[src/rtl/dft_scan_responder.sv]
// dft_scan_responder
// Per-chain responder for the wrapper DFT handshake. On a request it acks,
// rotates the attached scan chain exactly once (scan_out looped back to
// scan_in) so the DUT state is preserved, and streams the captured bits out
// as p_word_width-bit words, one strobe per word. It then raises commit and
// waits for the initiator's commit acknowledge.
//
// Ports
//   clk                 clock, rising edge
//   reset               synchronous, active-low
//   dft_val_op          request from initiator (held until ack)
//   dft_op_ack          1-cycle request acknowledge
//   dft_op_commit       scan complete, held until dft_commit_ack sampled
//   dft_commit_ack      commit acknowledge from initiator
//   dft_output_strobe   1-cycle pulse, dft_output_data valid
//   dft_output_data     captured scan word (first chain bit out in bit 0)
//   scan_en             shift enable to the DUT scan muxes
//   scan_in             serial data into the chain head
//   scan_out            serial data from the chain tail
//   busy                high outside IDLE
//
// state     | meaning
// ----------+------------------------------------------------------------
// st_idle   | waiting for dft_val_op; bit counter and word register cleared
// st_ack    | dft_op_ack high for one cycle
// st_shift  | chain rotating, one bit captured per cycle
// st_flush  | one cycle with scan_en low; final word strobes here
// st_commit | dft_op_commit high until dft_commit_ack is sampled

module dft_scan_responder #(
  parameter int p_chain_len  = 256,
  parameter int p_word_width = 32
) (
  input  logic                    clk,
  input  logic                    reset,
  input  logic                    dft_val_op,
  output logic                    dft_op_ack,
  output logic                    dft_op_commit,
  input  logic                    dft_commit_ack,
  output logic                    dft_output_strobe,
  output logic [p_word_width-1:0] dft_output_data,
  output logic                    scan_en,
  output logic                    scan_in,
  input  logic                    scan_out,
  output logic                    busy
);

  localparam int c_cnt_w = $clog2(p_chain_len + 1);
  localparam int c_idx_w = (p_word_width > 1) ? $clog2(p_word_width) : 1;

  typedef enum logic [2:0] {
    st_idle,
    st_ack,
    st_shift,
    st_flush,
    st_commit
  } state_t;

  state_t                  state;
  logic [c_cnt_w-1:0]      bit_cnt;
  logic [c_idx_w-1:0]      word_idx;
  logic [p_word_width-1:0] word_q;

  logic last_bit;
  logic word_full;

  assign last_bit  = (bit_cnt == c_cnt_w'(p_chain_len - 1));
  assign word_full = (word_idx == c_idx_w'(p_word_width - 1));

  // Loopback is combinational so the chain rotates without a pipeline bubble;
  // gated by scan_en so scan_in is 0 whenever the chain is not shifting.
  assign scan_in = scan_en & scan_out;

  always_ff @(posedge clk) begin
    if (!reset) begin
      state             <= st_idle;
      bit_cnt           <= '0;
      word_idx          <= '0;
      word_q            <= '0;
      dft_op_ack        <= 1'b0;
      dft_op_commit     <= 1'b0;
      dft_output_strobe <= 1'b0;
      dft_output_data   <= '0;
      scan_en           <= 1'b0;
      busy              <= 1'b0;
    end else begin
      dft_op_ack        <= 1'b0;
      dft_output_strobe <= 1'b0;

      case (state)
        st_idle: begin
          bit_cnt  <= '0;
          word_idx <= '0;
          word_q   <= '0;
          if (dft_val_op) begin
            state      <= st_ack;
            dft_op_ack <= 1'b1;
            busy       <= 1'b1;
          end
        end

        st_ack: begin
          state   <= st_shift;
          scan_en <= 1'b1;
        end

        st_shift: begin
          // The completing bit is merged straight into the output register so
          // the word strobes the cycle after its last capture.
          if (word_full || last_bit) begin
            dft_output_data   <= word_q | (p_word_width'(scan_out) << word_idx);
            dft_output_strobe <= 1'b1;
            word_q            <= '0;
            word_idx          <= '0;
          end else begin
            word_q[word_idx] <= scan_out;
            word_idx         <= word_idx + c_idx_w'(1);
          end
          bit_cnt <= bit_cnt + c_cnt_w'(1);
          if (last_bit) begin
            state   <= st_flush;
            scan_en <= 1'b0;
          end
        end

        st_flush: begin
          state         <= st_commit;
          dft_op_commit <= 1'b1;
        end

        st_commit: begin
          if (dft_commit_ack) begin
            state         <= st_idle;
            dft_op_commit <= 1'b0;
            busy          <= 1'b0;
          end
        end

        default: begin
          state         <= st_idle;
          scan_en       <= 1'b0;
          dft_op_commit <= 1'b0;
          busy          <= 1'b0;
        end
      endcase
    end
  end

endmodule

[config.mk]
export PLATFORM = sky130hd
export DESIGN_NAME = dft_scan_responder
export DESIGN_NICKNAME = d
export VERILOG_FILES = /design/src/rtl/dft_scan_responder.sv
export SDC_FILE = /design/constraint.sdc
export NUM_CORES = 1
export LEC_CHECK = 0
export CORE_MARGIN = 5
export CORE_UTILIZATION = 45
export DETAILED_ROUTE_END_ITERATION = 8
export GPL_TIMING_DRIVEN = 0
export HOLD_SLACK_MARGIN = 0.05
export PLACE_DENSITY = 0.67
export SYNTH_ARGS = -nofsm -noshare
export SYNTH_HDL_FRONTEND = slang
export SYNTH_SLANG_ARGS = --single-unit
[constraint.sdc]
create_clock -name clk -period 6.66 [get_ports clk]
set_input_delay 0.666 -clock clk [delete_from_list [all_inputs] [get_ports clk]]
set_output_delay 0.666 -clock clk [all_outputs]
set_load 0.02 [all_outputs]
### Word-level counts from Yosys, hierarchy flattened

Index checks and enable logic that the tools add are counted.
W data, S select, Z words.

* bits in latches: 0
* memories: 0
* register bits after elaboration: 86
* RAM bits: 0
* memory bits (read-only): 0

* $mul: 0
* reduce and logical (&&, ||, !) cells: 14
* bitwise operators: 5
* equality and inequality tests: 9
* div/mod/pow operators: 0
* $lt $le $gt $ge: 2
* multiplexer cells: 20
* $add $sub $neg: 2
* shifts and indexed selects: 1

Operators with widths (number)
* $pmux W32 S2: 1
* $bwmux W32: 1
* $mux W32: 1
* $or A32 B32 Y32: 1
* $shl A1 B5 Y32: 1
* $pmux W9 S2: 1
* $pmux W3 S5: 1
* $pmux W5 S2: 1
* $reduce_and A2 Y1: 5
* $add A9 B1 Y9 const B: 1
* $eq A9 B8 Y1 const B: 1
* $mux W3: 3
* $pmux W1 S3: 3
* $reduce_or A3 Y1: 3
* $eq A3 B2 Y1 const B: 2
* $lt A5 B6 Y1 const B: 1
* $mux W1: 6
* $ne A2 B2 Y1 const B: 3
* $reduce_and A3 Y1: 2
* $add A5 B1 Y5 const B: 1
* $demux W1 S5: 1
* $eq A5 B5 Y1 const B: 1
* $ge A5 B1 Y1 const B: 1
* $mux W5: 1
* 8 further kinds: 10

### Longest topological paths before layout

Gate-level depths: netlist of the first run.

* depth after elaboration: 7
* depth in mapped cells: 9

### Least setup slack after synthesis of the first run

OpenSTA, ideal clock, no wires.

* path kind: register -> register
* start point: register word_idx[3]
* end point: register word_q[9]
* data required time: 6.595 ns
* buffers on the path: 3
* arrival time: 2.042 ns
* slack: 4.552 ns
* period minus slack after synthesis: 2.108 ns
* cell stages (with the launch flop): 10
* cells stage by stage: dfxtp_1 clkbuf_1 clkbuf_1 and3_1 ha_1 nor3b_2 clkbuf_1 o21ai_0 mux2_2 nor2_1

* longest elaborated chain between the ends: 7
* elaborated cells on any way between the ends: 10

RTL lines
* start, declared: RTL line 61 `logic [c_idx_w-1:0] word_idx;`
* start signal, assigned: RTL line 117 `word_idx <= word_idx + c_idx_w'(1);`
* $lt A5 B6 Y1 (not written as such) or $ge A5 B1 Y1 (tied branches): RTL line 116 `word_q[word_idx] <= scan_out;`
* $logic_and A1 B1 Y1 (not written as such): RTL line 116
* $mux W1 (not written as such): RTL line 116
* $demux W1 S5: RTL line 116
* $bwmux W32: RTL line 116
* $mux W32 *: RTL line 110 `if (word_full || last_bit) begin`
* $pmux W32 S2 *: RTL line 90 `case (state)`
* end signal, assigned by index: RTL line 116
* end, declared: RTL line 62 `logic [p_word_width-1:0] word_q;`

Mark *: on every way between the ends. The rest lies on a longest branch, timed or not.
A chain may end at the register's enable or synchronous reset.

### Worst setup path after layout of the first run

* start point: register word_idx[3]
* end point: register word_q[16]

The elaborated chain is that of the path after synthesis.

==> results of run 1 <==
==> metal layers <==
| metal | part of all wire, % | wire length, um |
|---|---|---|
| met4 | 2.8 | 319 |
| met5 | 0 | 0 |
| met1 | 44 | 4930 |
| met3 | 7.2 | 805 |
| met2 | 46 | 5150 |
==> cell type report <==
| cell class | instances | area [um2] | area share [%] |
|---|---|---|---|
| Sequential cell | 86 | 1720 | 35.5 |
| Multi-Input combinational cell | 382 | 2180 | 45.1 |
| Tap cell | 108 | 135 | 2.79 |
| Timing Repair Buffer | 41 | 410 | 8.47 |
| Buffer | 43 | 184 | 3.80 |
| Clock buffer | 9 | 124 | 2.56 |
| Inverter | 4 | 15.0 | 0.310 |
| Clock inverter | 6 | 71.3 | 1.47 |
==> power by group through the flow <==
stage          sequential [mW]  combinational, mW  clock, mW
2_1_floorplan            0.537             0.0552          0
3_3_place_gp             0.535             0.0862          0
3_5_place_dp             0.535             0.0874          0
4_1_cts                  0.523             0.0880      0.380
5_1_grt                  0.524             0.0961      0.402
6_report                 0.523             0.0884      0.371
==> tightest hold or removal path, stage by stage (launching register included) <==
cell,delay (ns)
dfxtp_1,0.32
nand2_1,0.05
a21oi_1,0.05
==> worst paths after layout <==
path                            start                 endpoint  slack (ns)
min reg2reg   bit_cnt[8]$_SDFFE_PN0P_  bit_cnt[8]$_SDFFE_PN0P_        0.46
max          word_idx[3]$_SDFFE_PN0P_  word_q[16]$_SDFFE_PN0P_        3.90
max reg2reg  word_idx[3]$_SDFFE_PN0P_  word_q[16]$_SDFFE_PN0P_        3.90
min           bit_cnt[8]$_SDFFE_PN0P_  bit_cnt[8]$_SDFFE_PN0P_        0.46
==> flip-flops by register name (all words and copies together) (netlist names) <==
signal,cells
word_q,32
dft_output_data,32
word_idx,5
busy,1
scan_en,1
dft_output_strobe,1
state,3
bit_cnt,9
dft_op_commit,1
dft_op_ack,1
==> metrics by stage <==
step                instance area [um2]  cells  hold slack [ns]
floorplan                          4100    515            0.432
global placement                   4650    664            0.439
detailed placement                 4650    664            0.445
CTS                                4840    679            0.457
global route                       4840    679            0.497
finish                             4840    679            0.464
==> cells by family after synthesis <==
logic type | Yosys count
simple gates | 248
compound gates | 91
flops | 86
buf+inv | 47
mux | 33
fa+ha+maj | 7
xor+xnor | 3
==> cell usage in the layout, fill, tap and decap left out, drive strengths merged, types with 2 or more instances in the layout <==
cell and instances:
clkbuf 37, nand4b 4, clkinvlp 2, nand2b 5, or4 2, nand2 48, nor4b 4, nor2 108
clkdlybuf4s50 41, nor3b 3, mux2 32, and2 4, buf 15, nand3b 2, o21ai 72, ha 7
inv 5, dfxtp 86, nand3 5, a22oi 2, clkinv 2, nand4bb 3, a21oi 12, nor3 45
nor2b 4, xnor2 3, and4bb 4
==> impl_metrics.yaml, run 1 <==
outcome:
  status: "completed"
clock_tree:
  h-tree-depth: 3
  root_buffer: "clkbuf_8"
  cts.clk_slew.worst_paths_ns: 0.08
  clock_path_buffers: 2
  cts-resized-gates: 0
  cts_tree: "built"
  holdBufCountCts: 0
  clock_latency_ns: 0.36
  post-cts-setup-buffers: 0
  cts_buffers: 9
  cts_sinks: 86
pwr:
  p_switching_mw: 0.261
  power_mw: 0.983
  cellPowerDensity_nw_per_um2: 203
  p_clk_share_pct: 37.8
  p_int_mw: 0.722
  switching_share_pct: 26.5
  power_frac_comb_pct: 9.0
  ir_drop_mv: 0.102
  p_leak_nw: 1.67
  seq_power_share_pct: 53.2
placed_design:
  pre_cts_slack_ns: 3.95
  numPortBuffers: 41
  gp_congestion: 0.914
  dpl.hpwl_mm: 8.06
synth:
  synthAdderAreaFrac_pct: 2.13
  synthFlopType: "dfxtp_1"
  synth_top_area_share_pct: 42.0
  synth_area_leaders: "dfxtp_1 (42%), nor2_1 (9.8%), mux2_2 (8.5%), nor3_1 (5.4%), o21ai_0 (5.4%)"
  yosysWarnings: 0
  async_reset_ff_share_pct: 0
  syn_nets: 527
  synth-compound-area-share_pct: 11.5
  syn_avg_cell_area_um2: 7.97
  synth_top_family_by_area: "simple AND/OR/NAND/NOR gates"
  synth_cell_types: 44
  synth_area_um2: 4100
  synth_cells: 515
  synthMuxAreaShare_pct: 9.03
  synth_area_leader_cell: "dfxtp_1"
  synth_common_cells: "nor2_1 (107), dfxtp_1 (86), nand2_1 (48)"
  yosysSeqAreaShare_pct: 42.0
  ys_ff_latch: 86
  synth-xor-area-share_pct: 0.640
  yosys.area_share.simple_pct: 29.9
  synthMostInstantiatedCell: "nor2_1"
  synth_edf_count: 0
drt:
  first_pass_iters: 5
  post_drt_via_cell_ratio: 5.63
  drc: 0
  postRouteWirelength_mm: 11.2
  dr.first_iter.drc_count: 368
  post_drt_wl_per_cell_um: 16.5
  vias: 3826
  detail-route-antenna-nets: 0
grt:
  top_usage_layer: "met2"
  grt_pass1_vias: 3716
  grt_max_degree: 16
  grtUsageTotal_pct: 20.6
  gr-total-overflow: 0
  grt_pass1_wl_mm: 18.4
  met3_usage_pct: 3.42
  grtUsageMet1_pct: 27.2
  met2_usage_pct: 32.9
  antenna_found_initial: 0
timing:
  period_needed_ns: 2.76
  fmax_mhz: 363
  rsz0062_at_grt: "false"
  fin_crit_sh_pct: 41.4
  skew_ns: 0.00991
  setup_tns_ns: 0
  setup_viol: 0
  fin_ws_ns: 3.90
  tightest_slew_ns: 0.635
  relSlewSlack_pct: 57.6
  hold_viol: 0
  slew_viol_final: 0
critical_path:
  crit_required_ns: 6.95
  path_depth: 9
  path_class: "register to register"
  cp_num_buf_inv: 3
  worstSetupEndpointType: "register"
  critical_path.cell_chain: "clkbuf_1, clkbuf_1, and3_1, ha_1, nor3b_2, clkbuf_1, o21ai_1, mux2_2, nor2_1"
  crit_fanout: 10
  crit_slowest_cell: "clkbuf_1"
  reg2regPathDepth: 9
  cp_data_arrival_time_ns: 3.05
  cpPeakStageDelay_ns: 0.46
  crit_family: "buffers and inverters"
  worst_setup_path_start_kind: "register"
  crit_top_cell: "clkbuf_1"
floorplanning:
  dieArea_um2: 11100
  row_count: 34
  io_pins: 43
  coreArea_um2: 8810
  die_x_um: 105
  initial_core_util_pct: 46.6
  dieHeight_um: 105
flow_run:
  drv_cap: 0
final_layout:
  nNetsFinal: 579
  final_layout_size_suffix_gt1_share_pct: 12.8
  syn2layout_area_growth_pct: 18.1
  antenna-diode-count: 0
  fillCellCount: 857
  finish.utilization_pct: 55.0
worst_hold_path:
  hold_depth: 2
  hp-class: "register to register"
Power figures use the tool's default switching activity.
==> run 2: changes to the inputs <==
--- a/config.mk
+++ b/config.mk
@@ -10,7 +10,7 @@
 export DETAILED_ROUTE_END_ITERATION = 8
 export GPL_TIMING_DRIVEN = 0
 export HOLD_SLACK_MARGIN = 0.05
-export PLACE_DENSITY = 0.67
+export PLACE_DENSITY = 0.69
 export SYNTH_ARGS = -nofsm -noshare
 export SYNTH_HDL_FRONTEND = slang
 export SYNTH_SLANG_ARGS = --single-unit
==> constraint.sdc (replaced) <==
create_clock -name clk -period 2.3 [get_ports clk]
set_input_delay 0.23 -clock clk [delete_from_list [all_inputs] [get_ports clk]]
set_output_delay 0.23 -clock clk [all_outputs]
set_load 0.02 [all_outputs]
==> impl_metrics.yaml, run 2 (same netlist as run 1, synthesis figures left out) <==
pwr:
  p_leak_nw: 1.72
  cellPowerDensity_nw_per_um2: 586
  ir_drop_mv: 0.296
clock_tree:
  holdBufCountCts: 0
  clock_latency_ns: 0.36
  root_buffer: "clkbuf_8"
  h-tree-depth: 3
  cts.clk_slew.worst_paths_ns: 0.09
  cts_buffers: 9
  clock_path_buffers: 2
  cts_tree: "built"
  cts_sinks: 86
critical_path:
  crit_fanout: 10
  cp_data_arrival_time_ns: 2.38
  worst_setup_path_start_kind: "register"
  path_class: "register to register"
  worstSetupEndpointType: "register"
  reg2regPathDepth: 8
  crit_required_ns: 2.55
timing:
  tightest_slew_ns: 0.641
  setup_viol: 0
  slew_viol_final: 0
  holdWs_ns: 0.479
  period_needed_ns: 2.14
  relSlewSlack_pct: 57.2
  skew_ns: 0.00902
  fin_crit_sh_pct: 92.9
  fmax_mhz: 468
  hold_viol: 0
floorplanning:
  initial_core_util_pct: 46.6
  die_x_um: 105
  row_count: 34
  io_pins: 43
  coreArea_um2: 8810
  dieArea_um2: 11100
  dieHeight_um: 105
grt:
  grtUsageTotal_pct: 20.9
  grt_pass1_wl_mm: 18.8
  gr-total-overflow: 0
  antenna_found_initial: 0
  grt_max_degree: 17
  grt_pass1_vias: 3725
final_layout:
  fillCellCount: 843
  reg_top3: "dft_output_data x32, word_q x32, bit_cnt x9"
  stdcell_area_um2: 4950
  final_cell_mix: "nor2_1 (106), dfxtp_1 (83), nand2_1 (48), o21ai_0 (44)"
  nNetsFinal: 580
  final_common_cell: "nor2_1"
  antenna-diode-count: 0
  final_layout_size_suffix_gt1_share_pct: 17.6
  syn2layout_area_growth_pct: 20.7
drt:
  vias: 3825
  drc: 0
  first_pass_iters: 5
  dr.first_iter.drc_count: 311
  postRouteWirelength_mm: 11.5
  post_drt_wl_per_cell_um: 16.9
  detail-route-antenna-nets: 0
  post_drt_via_cell_ratio: 5.62
placed_design:
  dpl.hpwl_mm: 8.07
  gp_congestion: 0.940
  numPortBuffers: 41
  place_area_um2: 4650
outcome:
  status: "completed"
worst_hold_path:
  hold_depth: 2
  hp-class: "register to register"
flow_run:
  drv_cap: 0
-- run 2: cell count changes in the layout (fill, tap and decap cells not counted), moves of 2 or more --
cell	before	now
buf_4	0	2
dfxtp_1	86	83
nor3_1	44	41
nand3_1	5	3
clkbuf_4	0	3
nand3_2	0	2
clkbuf_1	28	15
ha_2	0	3
clkbuf_2	0	7
dfxtp_2	0	3
nor3_2	1	4
ha_1	7	4
-- run 2: stage by stage --
stage	TNS, ns	util [%]	power, mW	instances	setup slack, ns
2_1_floorplan	0	-	1.72	515	0.192
3_3_place_gp	-18.69	52.8	1.80	664	-0.399
3_5_place_dp	-21.01	52.8	1.80	664	-0.425
4_1_cts	0	56.0	2.91	681	0.0298
5_1_grt	-0.00449	56.2	3.01	681	-0.00449
6_report	0	56.2	2.90	681	0.164
-- run 2: timing repair --
action                     in CTS  in global routing
setup endpoints to repair      65                 60
gates resized for setup        24                  9
pin swaps                       1                  1
setup buffers                   1                  1
gates cloned                    1                  0
-- run 2: layer usage --
layer / up-vias / part of all wire (%) / GRT usage [%]
met5: - / 0 / 0
met4: 0 / 2.1 / 7.40
met3: 27 / 5.2 / 4.03
met2: 134 / 48 / 34.5
met1: 1803 / 45 / 27.2
li1: 1861 / - / -
-- run 2: critical path: stages, from the launching register on --
cell and delay (ns):
dfxtp_1 0.36, ha_1 0.21, nand3_2 0.13, nor3_2 0.20, ha_2 0.28, o21ai_2 0.15
clkbuf_2 0.26, nor3_1 0.35, nor2_1 0.08
-- run 2: worst paths after layout --
check,start,end,slack (ns)
worst min-delay path,bit_cnt[8]$_SDFFE_PN0P_,bit_cnt[8]$_SDFFE_PN0P_,0.48
worst max register to register,bit_cnt[1]$_SDFFE_PN0P_,dft_output_data[17]$_SDFFE_PN0P_,0.16
worst max-delay path,bit_cnt[1]$_SDFFE_PN0P_,dft_output_data[17]$_SDFFE_PN0P_,0.16
worst min register to register,bit_cnt[8]$_SDFFE_PN0P_,bit_cnt[8]$_SDFFE_PN0P_,0.48
-- run 2: power breakdown --
group	internal (mW)	leakage [nW]	switching [mW]	total, mW
Clock	0.517	0.0980	0.595	1.11
Combinational	0.0980	0.924	0.174	0.272
Sequential	1.50	0.695	0.0132	1.52
-- run 2: layout make-up --
class                   count  area, um2  share of cell area (%)
plain buffers              41        204                    4.12
clock buffers               9        124                    2.50
clock inverters             7       82.6                    1.67
inverters                   4       15.0                   0.303
multi-input cells         382       2230                    45.1
flip-flops and latches     86       1730                    34.8
well taps                 108        135                    2.73
repair buffers             44        433                    8.74
==> run 3: changes to the inputs <==
--- a/config.mk
+++ b/config.mk
@@ -10,7 +10,8 @@
 export DETAILED_ROUTE_END_ITERATION = 8
 export GPL_TIMING_DRIVEN = 0
 export HOLD_SLACK_MARGIN = 0.05
-export PLACE_DENSITY = 0.69
+export PLACE_DENSITY = 0.67
+export SKIP_LAST_GASP = 1
 export SYNTH_ARGS = -nofsm -noshare
 export SYNTH_HDL_FRONTEND = slang
 export SYNTH_SLANG_ARGS = --single-unit
==> constraint.sdc (replaced) <==
create_clock -name clk -period 2.6 [get_ports clk]
set_input_delay 0.26 -clock clk [delete_from_list [all_inputs] [get_ports clk]]
set_output_delay 0.26 -clock clk [all_outputs]
set_load 0.02 [all_outputs]
==> impl_metrics.yaml, run 3 (same netlist as run 1, synthesis figures left out) <==
outcome:
  status: "completed"
drt:
  first_pass_iters: 5
  postRouteWirelength_mm: 11.2
  drc: 0
  post_drt_via_cell_ratio: 5.67
  post_drt_wl_per_cell_um: 16.5
  vias: 3853
  detail-route-antenna-nets: 0
  dr.first_iter.drc_count: 306
timing:
  tightest_slew_ns: 0.659
  fin_crit_sh_pct: 95.8
  rsz0062_at_grt: "true"
  setup_viol: 0
  hold_viol: 0
  skew_ns: 0.00883
  fmax_mhz: 402
  period_needed_ns: 2.49
  relSlewSlack_pct: 55.9
  fin_ws_ns: 0.110
  slew_viol_final: 0
placed_design:
  dpl.hpwl_mm: 8.06
  numPortBuffers: 41
  gp_congestion: 0.914
  pre_cts_slack_ns: -0.110
flow_run:
  drv_cap: 0
clock_tree:
  cts_buffers: 9
  holdBufCountCts: 0
  post-cts-setup-buffers: 0
  cts_tree: "built"
  h-tree-depth: 3
  cts.clk_slew.worst_paths_ns: 0.09
  cts_sinks: 86
  root_buffer: "clkbuf_8"
  clock_latency_ns: 0.36
  cts-resized-gates: 3
  clock_path_buffers: 2
floorplanning:
  io_pins: 43
  row_count: 34
  dieHeight_um: 105
  coreArea_um2: 8810
  initial_core_util_pct: 46.6
  die_x_um: 105
  dieArea_um2: 11100
final_layout:
  antenna-diode-count: 0
  final_layout_size_suffix_gt1_share_pct: 15.4
  finish.utilization_pct: 55.4
  reg_top3: "dft_output_data x32, word_q x32, bit_cnt x9"
  final_cell_mix: "nor2_1 (107), dfxtp_1 (86), nand2_1 (48), o21ai_0 (44)"
  final_common_cell: "nor2_1"
  nNetsFinal: 579
  syn2layout_area_growth_pct: 18.8
grt:
  grtUsageTotal_pct: 20.6
  grt_max_degree: 16
  grt_pass1_wl_mm: 18.4
  gr-total-overflow: 0
  antenna_found_initial: 0
  grt_pass1_vias: 3690
pwr:
  cellPowerDensity_nw_per_um2: 517
  ir_drop_mv: 0.262
  p_leak_nw: 1.70
critical_path:
  cpPeakStageDelay_ns: 0.53
  worstSetupEndpointType: "register"
  cp_num_buf_inv: 3
  worst_setup_path_start_kind: "register"
  cp_data_arrival_time_ns: 2.79
  crit_family: "buffers and inverters"
  crit_fanout: 10
  path_class: "register to register"
  crit_top_cell: "clkbuf_2"
  critical_path.cell_chain: "clkbuf_2, clkbuf_2, and3_1, ha_1, o21ai_1, buf_1, nor3_1, nor2_1"
  crit_slowest_cell: "o21ai_1"
  crit_required_ns: 2.90
worst_hold_path:
  hp-class: "register to register"
run 3: cell count changes in the layout (fill, tap and decap cells not counted), sizes merged:
cell,before,now
inv,6,5
buf,18,16
clkbuf,35,36
run 3: power by group:
| group | switching [mW] | internal, mW | leakage, nW | total [mW] |
|---|---|---|---|---|
| sequential | 0.0116 | 1.33 | 0.694 | 1.34 |
| clock | 0.504 | 0.445 | 0.0919 | 0.949 |
| combinational | 0.151 | 0.0781 | 0.916 | 0.229 |
| total | 0.667 | 1.85 | 1.70 | 2.52 |
run 3: stage by stage:
step	setup TNS [ns]	hold WS [ns]	power (mW)	cells	area (um2)
finish	0	0.462	2.52	679	4870
global route	-0.171	0.497	2.62	679	4870
CTS	0	0.457	2.54	679	4850
detailed placement	-2.69	0.445	1.60	664	4650
global placement	-0.750	0.439	1.59	664	4650
floorplan	0	0.404	1.52	515	4100
run 3: area by class of cell:
cell class | instances | area (um2)
sequential | 86 | 1720
timing repair buffer | 41 | 410
clock inverter | 6 | 71.3
inverter | 4 | 15.0
tap | 108 | 135
multi-input combinational | 382 | 2200
fill | 851 | 3930
buffer | 43 | 198
clock buffer | 9 | 124
run 3: path summary, 6_finish.rpt:
check / from / end / slack, ns / cells after the start
min: bit_cnt[8]$_SDFFE_PN0P_ / bit_cnt[8]$_SDFFE_PN0P_ / 0.46 / 2
max: word_idx[3]$_SDFFE_PN0P_ / dft_output_data[3]$_SDFFE_PN0P_ / 0.11 / 8
max reg2reg: word_idx[3]$_SDFFE_PN0P_ / dft_output_data[3]$_SDFFE_PN0P_ / 0.11 / 8
min reg2reg: bit_cnt[8]$_SDFFE_PN0P_ / bit_cnt[8]$_SDFFE_PN0P_ / 0.46 / 2
run 3: metal layers:
metal / global-route usage (%) / part of all wire (%)
met5: 0 / 0
met4: 9.18 / 2.5
met3: 3.06 / 8.0
met2: 33.2 / 47
met1: 27.4 / 43
run 3: worst reg2reg max path: stages, from the launching register on:
cell and delay [ns]:
dfxtp_1 0.33, clkbuf_2 0.19, clkbuf_2 0.23, and3_1 0.20
ha_1 0.23, o21ai_1 0.53, buf_1 0.46, nor3_1 0.12
nor2_1 0.13
